<file path="src/rtl/div_pkg.sv">
// -----------------------------------------------------------------------------
// div_pkg
//   Shared constants for the sequential restoring divider.
//   - FSM state encodings (IDLE, RUN, FIX, DONE) as plain 2-bit localparams.
//   - cnt_width(): iteration counter width for a given operand width.
// -----------------------------------------------------------------------------
package div_pkg;

  localparam logic [1:0] ST_IDLE = 2'd0;
  localparam logic [1:0] ST_RUN  = 2'd1;
  localparam logic [1:0] ST_FIX  = 2'd2;  // signed sign fix-up, only with DIV_SIGNED_EN
  localparam logic [1:0] ST_DONE = 2'd3;

  // Counter must be able to hold 0..W.
  function automatic int cnt_width(input int w);
    return $clog2(w + 1);
  endfunction

endpackage

</file>
<file path="src/rtl/div_trial_sub.sv">
// -----------------------------------------------------------------------------
// div_trial_sub
//   Combinational (W+1)-bit trial subtract for one restoring-divide step.
//   Ports:
//     i_a      [W:0]   shifted partial remainder P'
//     i_b      [W:0]   zero-extended divisor {1'b0, B}
//     o_t      [W-1:0] low W bits of T = P' - B (the new remainder when kept)
//     o_borrow         T[W]; 1 means P' < B and the step must restore P'
// -----------------------------------------------------------------------------
module div_trial_sub #(
  parameter int W = 4
) (
  input  logic [W:0]   i_a,
  input  logic [W:0]   i_b,
  output logic [W-1:0] o_t,
  output logic         o_borrow
);

  logic [W:0] w_diff;

  assign w_diff   = i_a - i_b;
  // While P < B holds, P' < 2B, so a non-negative difference always fits in
  // W bits and the top bit of the (W+1)-bit difference is exactly the borrow.
  assign o_t      = w_diff[W-1:0];
  assign o_borrow = w_diff[W];

endmodule

</file>
<file path="src/rtl/div_restoring_seq.sv">
// -----------------------------------------------------------------------------
// div_restoring_seq
//   Sequential restoring divider: A / B -> quotient Q, remainder R, one trial
//   subtract per clock. Optional signed mode via macro DIV_SIGNED_EN
//   (truncating division, one extra fix-up cycle, overflow flag V).
//
//   Handshake: start is sampled on a rising clk edge and accepted only when
//   the unit is not busy (IDLE or DONE); A and B are captured on that edge.
//   busy is high while iterating. done rises together with busy falling and
//   stays high, with Q/R/DZ/V stable, until the next accepted start, which
//   drops done on the same edge.
//
//   Ports:
//     clk, rst      clock; asynchronous active-high reset
//     start         divide request
//     A, B [W-1:0]  dividend, divisor
//     busy, done    status
//     Q, R [W-1:0]  quotient, remainder
//     DZ            divide-by-zero flag
//     V             signed overflow (tied 0 without DIV_SIGNED_EN)
//     dbg_state     current FSM state (div_pkg ST_* encodings)
// -----------------------------------------------------------------------------
module div_restoring_seq
  import div_pkg::*;
#(
  parameter int W = 4
) (
  input  logic         clk,
  input  logic         rst,
  input  logic         start,
  input  logic [W-1:0] A,
  input  logic [W-1:0] B,
  output logic         busy,
  output logic         done,
  output logic [W-1:0] Q,
  output logic [W-1:0] R,
  output logic         DZ,
  output logic         V,
  output logic [1:0]   dbg_state
);

  localparam int CNT_W = cnt_width(W);

  logic [1:0]       r_state;
  logic [CNT_W-1:0] r_cnt;
  logic [W-1:0]     r_p;      // partial remainder (top bit of P is always 0 here)
  logic [W-1:0]     r_dq;     // dividend shifts out the top, quotient in the bottom
  logic [W-1:0]     r_b;      // divisor (magnitude in signed mode)
  logic [W-1:0]     r_a;      // original dividend, returned as R on divide-by-zero
  logic             r_zero;   // accepted divide had B == 0
  logic [W-1:0]     r_q;
  logic [W-1:0]     r_r;
  logic             r_dz;
  logic             r_v;

  logic             w_accept;
  logic             w_last;
  logic [W:0]       w_p_shift;
  logic [W-1:0]     w_t;
  logic             w_borrow;
  logic [W-1:0]     w_p_next;
  logic [W-1:0]     w_dq_next;
  logic [W-1:0]     w_a_mag;
  logic [W-1:0]     w_b_mag;

  assign w_accept  = start && ((r_state == ST_IDLE) || (r_state == ST_DONE));
  assign w_last    = (r_cnt == CNT_W'(W - 1));
  assign w_p_shift = {r_p, r_dq[W-1]};

  div_trial_sub #(.W(W)) u_trial_sub (
    .i_a      (w_p_shift),
    .i_b      ({1'b0, r_b}),
    .o_t      (w_t),
    .o_borrow (w_borrow)
  );

  // Restore on borrow; otherwise keep the difference and record a 1.
  assign w_p_next  = w_borrow ? w_p_shift[W-1:0] : w_t;
  assign w_dq_next = {r_dq[W-2:0], ~w_borrow};

`ifdef DIV_SIGNED_EN
  logic r_neg_q;   // operand signs differ -> negate quotient
  logic r_neg_r;   // dividend negative     -> negate remainder
  logic r_ovf;     // most-negative / -1

  // Two's complement magnitude; the most-negative value maps to 2^(W-1),
  // which is still correct as an unsigned W-bit magnitude.
  assign w_a_mag = A[W-1] ? (~A + W'(1)) : A;
  assign w_b_mag = B[W-1] ? (~B + W'(1)) : B;
`else
  assign w_a_mag = A;
  assign w_b_mag = B;
`endif

  always_ff @(posedge clk or posedge rst) begin
    if (rst) begin
      r_state <= ST_IDLE;
      r_cnt   <= '0;
      r_p     <= '0;
      r_dq    <= '0;
      r_b     <= '0;
      r_a     <= '0;
      r_zero  <= 1'b0;
      r_q     <= '0;
      r_r     <= '0;
      r_dz    <= 1'b0;
      r_v     <= 1'b0;
`ifdef DIV_SIGNED_EN
      r_neg_q <= 1'b0;
      r_neg_r <= 1'b0;
      r_ovf   <= 1'b0;
`endif
    end else begin
      case (r_state)
        ST_IDLE, ST_DONE: begin
          if (w_accept) begin
            r_a     <= A;
            r_b     <= w_b_mag;
            r_dq    <= w_a_mag;
            r_p     <= '0;
            r_cnt   <= '0;
            r_zero  <= (B == '0);
            r_dz    <= 1'b0;
            r_v     <= 1'b0;
            r_state <= ST_RUN;
`ifdef DIV_SIGNED_EN
            r_neg_q <= A[W-1] ^ B[W-1];
            r_neg_r <= A[W-1];
            r_ovf   <= (A == {1'b1, {(W-1){1'b0}}}) && (B == '1);
`endif
          end
        end

        ST_RUN: begin
          if (r_zero) begin
            // Divide-by-zero skips iteration and completes after one busy cycle.
            r_q     <= '1;
            r_r     <= r_a;
            r_dz    <= 1'b1;
            r_state <= ST_DONE;
          end else begin
            r_p   <= w_p_next;
            r_dq  <= w_dq_next;
            r_cnt <= r_cnt + CNT_W'(1);
            if (w_last) begin
`ifdef DIV_SIGNED_EN
              r_state <= ST_FIX;
`else
              r_q     <= w_dq_next;
              r_r     <= w_p_next;
              r_state <= ST_DONE;
`endif
            end
          end
        end

`ifdef DIV_SIGNED_EN
        ST_FIX: begin
          // Most-negative / -1 already yields Q = most-negative here via
          // wrap-around; only the overflow flag needs setting.
          r_q     <= r_neg_q ? (~r_dq + W'(1)) : r_dq;
          r_r     <= r_neg_r ? (~r_p + W'(1)) : r_p;
          r_v     <= r_ovf;
          r_state <= ST_DONE;
        end
`endif

        default: r_state <= ST_IDLE;
      endcase
    end
  end

  assign busy      = (r_state == ST_RUN) || (r_state == ST_FIX);
  assign done      = (r_state == ST_DONE);
  assign Q         = r_q;
  assign R         = r_r;
  assign DZ        = r_dz;
  assign V         = r_v;
  assign dbg_state = r_state;

endmodule

</file>
<file path="config.mk">
export PLATFORM = sky130hd
export DESIGN_NAME = div_restoring_seq
export DESIGN_NICKNAME = d
export VERILOG_FILES = /design/src/rtl/div_pkg.sv /design/src/rtl/div_trial_sub.sv /design/src/rtl/div_restoring_seq.sv
export SDC_FILE = /design/constraint.sdc
export NUM_CORES = 1
export LEC_CHECK = 0
export CAP_MARGIN = 20
export CORE_ASPECT_RATIO = 0.6
export CORE_MARGIN = 3
export CORE_UTILIZATION = 45
export CTS_BUF_LIST = sky130_fd_sc_hd__clkbuf_8 sky130_fd_sc_hd__clkbuf_16
export DETAILED_ROUTE_END_ITERATION = 8
export HOLD_SLACK_MARGIN = 0.02
export PLACE_DENSITY = 0.8
export REMOVE_ABC_BUFFERS = 1
export SKIP_LAST_GASP = 1
export SYNTH_ARGS = -nofsm -noshare
export SYNTH_HDL_FRONTEND = slang
export SYNTH_SLANG_ARGS = --single-unit
</file>
<file path="constraint.sdc">
create_clock -name clk -period 2.91 [get_ports clk]
set_input_delay 0.4365 -clock clk [delete_from_list [all_inputs] [get_ports clk]]
set_output_delay 0.4365 -clock clk [all_outputs]
set_load 0.005 [all_outputs]
</file>
==> impl_results.md, run 1 <==
- Synth top area share: 50.1%
- Register area share after synthesis: 50.1%
- CP startpoint kind: flip-flop
- Clk_lat worst skew: 0.29 ns
- Gr usage total: 18.0%
- Die outline width: 81.7 um
- Clk buf depth: 2
- Setup bufs post-CTS: 0
- Internal: 1.46 mW
- Seq cells post-synth: 31
- Logic pwr share: 51.6%
- Clock skew: 0.00402 ns
- Distinct cells, synth: 32
- Initial antenna violation count: 0
- Arrival @ worst endpoint: 2.48 ns
- N_diodes: 0
- First-pass GRT wire length: 5.50 mm
- Path depth of the worst reg2reg path: 8
- Mapped Area: 1550 um^2
- Post_cts resized: 0
- Clk sink count: 31
- Cts hold-fix bufs: 0
- # nets final: 191
- Core Region: 3080 um^2
- Fmax: 0.441 GHz
- Htree depth: 2
- Leading area contributor after synthesis: dfrtp_1
- Period minus WS final: 2.27 ns
- Remaining antenna violation count: 0
- Slew HR: 37.2%
- Worst setup EP type: flip-flop
- Tcrit/Tclk final: 78.0%
- Total CTS buffers: 5
- DRC: 0
- DP Wirelength: 2.47 mm
- Status: complete, no violations
- Top-count cell post-synth: dfrtp_1
- DIE AREA: 4210 um^2
- Synthesized area per cell: 10.6 um^2
- CTS tree: built
- Net Sw Power: 0.932 mW
- Post-synth EDFFs: 0
- WL/cell: 16.0 um
- Total power draw: 2.39 mW
- Final setup viols: 0
- Synthesis-to-finish area growth: 23.2%
- Max-Cap Viols: 0
- Fin util: 62.0%
- Drt first pass iters: 4
- Clock Power Share: 15.4%
- Hold Crit Depth: 2
- Global route total overflow: 0
- Layout cells sized above 1: 12.3%
- Syn. warnings: 0
- Row cnt: 15
- Pleak: 0.873 nW
- Starting Density: 50.3%
- Ports: 25
- Final GP Congestion: 0.845
- Seq pwr share: 33.0%
- Syn Inst Count: 146
- RSZ-0062 raised after global routing: false
- Post-synth top cells: dfrtp_1, nand2_1, inv_1
- Final Hold Fails: 0
- Routed WL: 3.41 mm
- Largest net degree at the start of global routing: 32
- Critical Path RT: 3.12 ns
- Asr flop ratio synth: 100%
- Pwr/cell area: 1250 nW/um^2
- Top FF cell, synth: dfrtp_1
- Final Max Tran Viols: 0
- Worst-path fanout max: 6
- WS Path Type: reg2reg
- Final setup TNS: 0 ns
- Clock root buffer: clkbuf_8
- Port buffer count: 23
- HP Class: reg2reg
- Clock slew at reported path FFs: 0.06 ns
- Initial detailed-routing violation count: 107
- Vias per inst: 5.53
- Total number of vias: 1178
- Switching fraction of total power: 39.0%
- Vias in the first global route: 1122
- Largest cells by area after synthesis: dfrtp_1, ha_1, mux2_2, a21oi_1, nand2_1
- Maximum vdd ir drop: 0.000562 V
- Worst-margin pin slew: 0.938 ns
- Die height: 51.4 um
state kept, by name, indices dropped and copies added (netlist names):
name	count
DZ	1
Q	4
R	4
dbg_state	2
r_a	4
r_b	4
r_cnt	3
r_dq	4
r_p	4
r_zero	1
final timing paths:
| check | startpoint | endpoint | slack, ns |
|---|---|---|---|
| worst max-delay path | r_dq[3]$_DFFE_PP0P_ | R[0]$_DFFE_PP0P_ | 0.64 |
| min in group asynchronous | rst | dbg_state[1]$_DFFE_PP0P_ | 0.52 |
| worst min-delay path | r_cnt[2]$_DFFE_PP0P_ | r_cnt[2]$_DFFE_PP0P_ | 0.51 |
| worst max register to register | r_dq[3]$_DFFE_PP0P_ | R[0]$_DFFE_PP0P_ | 0.64 |
| max in group asynchronous | rst | R[3]$_DFFE_PP0P_ | 2.10 |
| worst min register to register | r_cnt[2]$_DFFE_PP0P_ | r_cnt[2]$_DFFE_PP0P_ | 0.51 |
cells in the final DEF, fill, tap and decap left out:
cell             count
dfrtp_1             31
clkdlybuf4s50_1     23
nand2_1             15
inv_1               15
a21oi_1             12
mux2_2              10
ha_1                 9
clkbuf_8             7
o21ai_0              6
o21ai_1              6
o22a_1               6
nor2_1               5
mux2i_1              3
o32ai_1              3
a32oi_1              3
nand2b_1             2
xnor2_1              1
a21oi_2              1
xor2_2               1
o211ai_1             1
or3_1                1
a31oi_1              1
a32o_1               1
or2_2                1
nor3_1               1
xor2_1               1
o22ai_1              1
or4_1                1
fa_1                 1
conb_1               1
buf_4                1
worst max-delay path, stage by stage (launching register included):
cell and delay, ns:
dfrtp_1 0.32, inv_1 0.05, ha_1 0.22, fa_1 0.40, nand2b_1 0.17, a21oi_2 0.18, xor2_2 0.34, mux2_2 0.39
o21ai_1 0.13
layout make-up:
| class | instances | area, um^2 |
|---|---|---|
| repair buffers | 24 | 238 |
| inverters | 14 | 52.6 |
| well taps | 42 | 52.6 |
| multi-input cells | 94 | 689 |
| flip-flops and latches | 31 | 776 |
| fillers | 252 | 1170 |
| clock buffers | 7 | 96.3 |
| clock inverters | 1 | 3.75 |
per-layer routing:
| metal | track usage, % | routed length (um) | share of wire [%] | vias up |
|---|---|---|---|---|
| li1 | - | - | - | 555 |
| met1 | 26.3 | 1630 | 48 | 566 |
| met2 | 24.9 | 1450 | 42 | 47 |
| met3 | 5.28 | 273 | 8.0 | 10 |
| met4 | 6.63 | 63 | 1.8 | 0 |
| met5 | 0 | 0 | 0 | - |
per-stage QoR:
stage,std cells,worst slack (ns),instance area [um^2],hold slack [ns]
finish,213,0.641,1910,0.509
global route,213,0.477,1910,0.529
CTS,213,0.628,1910,0.510
detailed placement,205,0.637,1810,0.496
global placement,205,0.719,1810,0.464
floorplan,139,0.800,1520,0.450
kinds of logic (layout without fill, tap and decap cells):
logic type | after synthesis | in the layout | synth area share [%]
compound gates | 41 | 41 | 17.0
flops | 31 | 31 | 50.1
simple gates | 26 | 26 | 7.27
buf+inv | 21 | 46 | 5.41
mux | 13 | 13 | 9.21
fa+ha+maj | 10 | 10 | 8.56
xor+xnor | 3 | 3 | 2.18
other cells | 1 | 1 | 0.242
power by group through the flow:
stage          clock, mW  combinational (mW)  sequential (mW)
2_1_floorplan          0               0.854            0.763
3_3_place_gp           0                1.17            0.785
3_5_place_dp           0                1.22            0.796
4_1_cts            0.374                1.23            0.789
5_1_grt            0.399                1.36            0.813
6_report           0.367                1.23            0.789
Note: power is estimated with default switching activity, not from simulation.
==> run 2, diff against run 1 <==
PLACE_DENSITY = 0.83   (was 0.8)
clock period = 1.88 ns   (was 2.91 ns; I/O delays follow)
==> run 2 against run 1 <==
Net effect: the flow now finishes with violations (setup timing); sequential power grew 58%; critical path depth is the same; sequential cell count is the same; worst hold slack lost 0.15 ns; non-clock buffer count grew 20; worst setup slack lost 0.86 ns; clock power grew 81%; via count grew 13%; die area is the same; first-iteration DRC count shrank 21%; largest power group unchanged.
==> impl_results.md, run 2 (synthesis gave the netlist of run 1 again) <==
- Maximum vdd ir drop: 0.00103 V (+84%)
- Drt first pass iters: 4 (unchanged)
- WL met1: 1.82 mm (+12%)
- Worst-path fanout max: 3 (-3)
- Core Region: 3080 um^2 (unchanged)
- Layout cells sized above 1: 29.3% (+17 points)
- Clk sink count: 31 (unchanged)
- Total number of vias: 1329 (+13%)
- Ports: 25 (unchanged)
- Row cnt: 15 (unchanged)
- Final worst slack: -0.216 ns (-0.857 ns)
- Clock root buffer: clkbuf_8
- RSZ-0062 raised after global routing: true
- # nets final: 211 (+10%)
- Layout Cells excl Fill: 233 (+9.4%)
- Path depth of the worst reg2reg path: 8 (unchanged)
- Hold WS: 0.356 ns (-0.153 ns)
- Violated checks: setup timing
- Switching fraction of total power: 38.8% (-0.18 points)
- Final Max Tran Viols: 0 (unchanged)
- Seq pwr share: 25.0% (-8.0 points)
- Post-DP Area: 1950 um^2 (+8.0%)
- DIE AREA: 4210 um^2 (unchanged)
- DRC: 0 (unchanged)
- Gr usage total: 22.2% (+4.2 points)
- Status: finished, violations left
- Final setup viols: 9 (+9)
- DP Wirelength: 3.04 mm (+23%)
- Total CTS buffers: 5 (unchanged)
- Critical Path RT: 2.09 ns (-1.03 ns)
- Placed instance count: 221 (+7.8%)
- Commonest non-fill, non-tap cells in the layout: dfrtp_1, clkdlybuf4s50_1, buf_4
- Clk buf depth: 2 (unchanged)
- Clock Power Share: 13.2% (-2.2 points)
- N_diodes: 0 (unchanged)
- Met3 routed WL: 371 um (+36%)
- WL/cell: 17.7 um (+11%)
- Total power draw: 5.02 mW (+110%)
- Tcrit/Tclk final: 111% (+34 points)
- Leading cell type in the layout, fill and taps excluded: dfrtp_1
- Logic pwr share: 61.8% (+10 points)
- Arrival @ worst endpoint: 2.31 ns (-0.17 ns)
- Final Hold Fails: 0 (unchanged)
- Cts hold-fix bufs: 0 (unchanged)
- Max Used Layer: met4
- # fillers: 206 (-18%)
- WS Path Type: reg2reg
- Port buffer count: 23 (unchanged)
- Internal: 3.07 mW (+110%)
- Global route total overflow: 0 (unchanged)
- Period minus WS final: 2.10 ns (-0.173 ns)
- Die outline width: 81.7 um (unchanged)
- Final instance area: 2210 um^2 (+16%)
- Vias per inst: 5.70 (+3.1%)
- Htree depth: 2 (unchanged)
- WL met2: 1.84 mm (+27%)
- Starting Density: 50.3% (unchanged)
- Clk_lat worst skew: 0.29 ns (about the same)
- Pwr/cell area: 2270 nW/um^2 (+82%)
- Initial antenna violation count: 0 (unchanged)
- Final GP Congestion: 0.896 (+6.1%)
- Remaining antenna violation count: 0 (unchanged)
- Largest net degree at the start of global routing: 32 (unchanged)
- Routed WL: 4.13 mm (+21%)
- Fmax: 0.477 GHz (+8.2%)
- Worst setup EP type: flip-flop
- Vias in the first global route: 1360 (+21%)
- Synthesis-to-finish area growth: 42.6%
- CP startpoint kind: flip-flop
- Initial detailed-routing violation count: 85 (-21%)
- HP Class: in2async
- CTS tree: built
- Die height: 51.4 um (unchanged)
- Net Sw Power: 1.95 mW (+110%)
- Pleak: 0.996 nW (+14%)
- Clock skew: 0.0131 ns (+0.00906 ns)
- Max-Cap Viols: 0 (unchanged)
- First-pass GRT wire length: 6.82 mm (+24%)
- Clock slew at reported path FFs: 0.08 ns (+0.02 ns)
run 2: routing by layer:
layer / GRT usage [%] / up-vias
li1: - / 594
met1: 29.4 / 663
met2: 33.6 / 61
met3: 8.10 / 11
met4: 7.18 / 0
met5: 0 / -
run 2: per-stage QoR:
step / utilization, % / setup TNS, ns / setup WS (ns)
global route: 71.8 / -2.44 / -0.291
global placement: 63.5 / -1.48 / -0.198
CTS: 70.4 / -1.26 / -0.153
finish: 71.8 / -1.66 / -0.216
detailed placement: 63.5 / -2.96 / -0.367
floorplan: - / -1.32 / -0.230
run 2: layout make-up:
type                            instances  area, um^2  share of cell area (%)
Clock buffer                            5        68.8                    3.11
Clock inverter                          3        43.8                    1.98
Inverter                               14        52.6                    2.38
Multi-Input combinational cell         94         791                    35.8
Sequential cell                        31         777                    35.2
Tap cell                               42        52.6                    2.38
Timing Repair Buffer                   44         424                    19.2
run 2: repair_timing:
action                     4_1_cts  5_1_grt
setup buffers                    4        1
hold endpoints to repair         0        0
pin swaps                        4        5
resized for setup               15       10
setup endpoints to repair       11       11
run 2: worst max-delay path: stages, from the launching register on:
cell and delay [ns]:
dfrtp_1 0.41, ha_4 0.17, fa_2 0.34, nand2b_4 0.16, a21oi_4 0.16, xor2_2 0.20, buf_6 0.15, mux2_4 0.32
o21ai_2 0.12
run 2: worst paths after layout:
kind / startpoint / end / slack [ns]
min in group clk: r_cnt[0]$_DFFE_PP0P_ / r_cnt[0]$_DFFE_PP0P_ / 0.51
hold reg to reg: r_cnt[0]$_DFFE_PP0P_ / r_cnt[0]$_DFFE_PP0P_ / 0.51
setup reg to reg: r_b[0]$_DFFE_PP0P_ / r_p[1]$_DFFE_PP0P_ / -0.22
hold / removal: rst / r_cnt[0]$_DFFE_PP0P_ / 0.36
max in group asynchronous: rst / r_a[2]$_DFFE_PP0P_ / 1.22
setup / recovery: r_b[0]$_DFFE_PP0P_ / r_p[1]$_DFFE_PP0P_ / -0.22
run 2: power by group through the flow:
stage / Combinational [mW] / Clock (mW) / Sequential [mW]
6_report: 3.11 / 0.663 / 1.25
5_1_grt: 3.36 / 0.692 / 1.29
4_1_cts: 2.89 / 0.665 / 1.23
3_5_place_dp: 2.35 / 0 / 1.23
3_3_place_gp: 2.20 / 0 / 1.21
2_1_floorplan: 1.32 / 0 / 1.18
==> run 3, diff against run 2 <==
CTS_CLUSTER_DIAMETER = 100   (was unset)
==> results of run 3 <==
Final layout, timing and power as in run 2 (identical DEF).
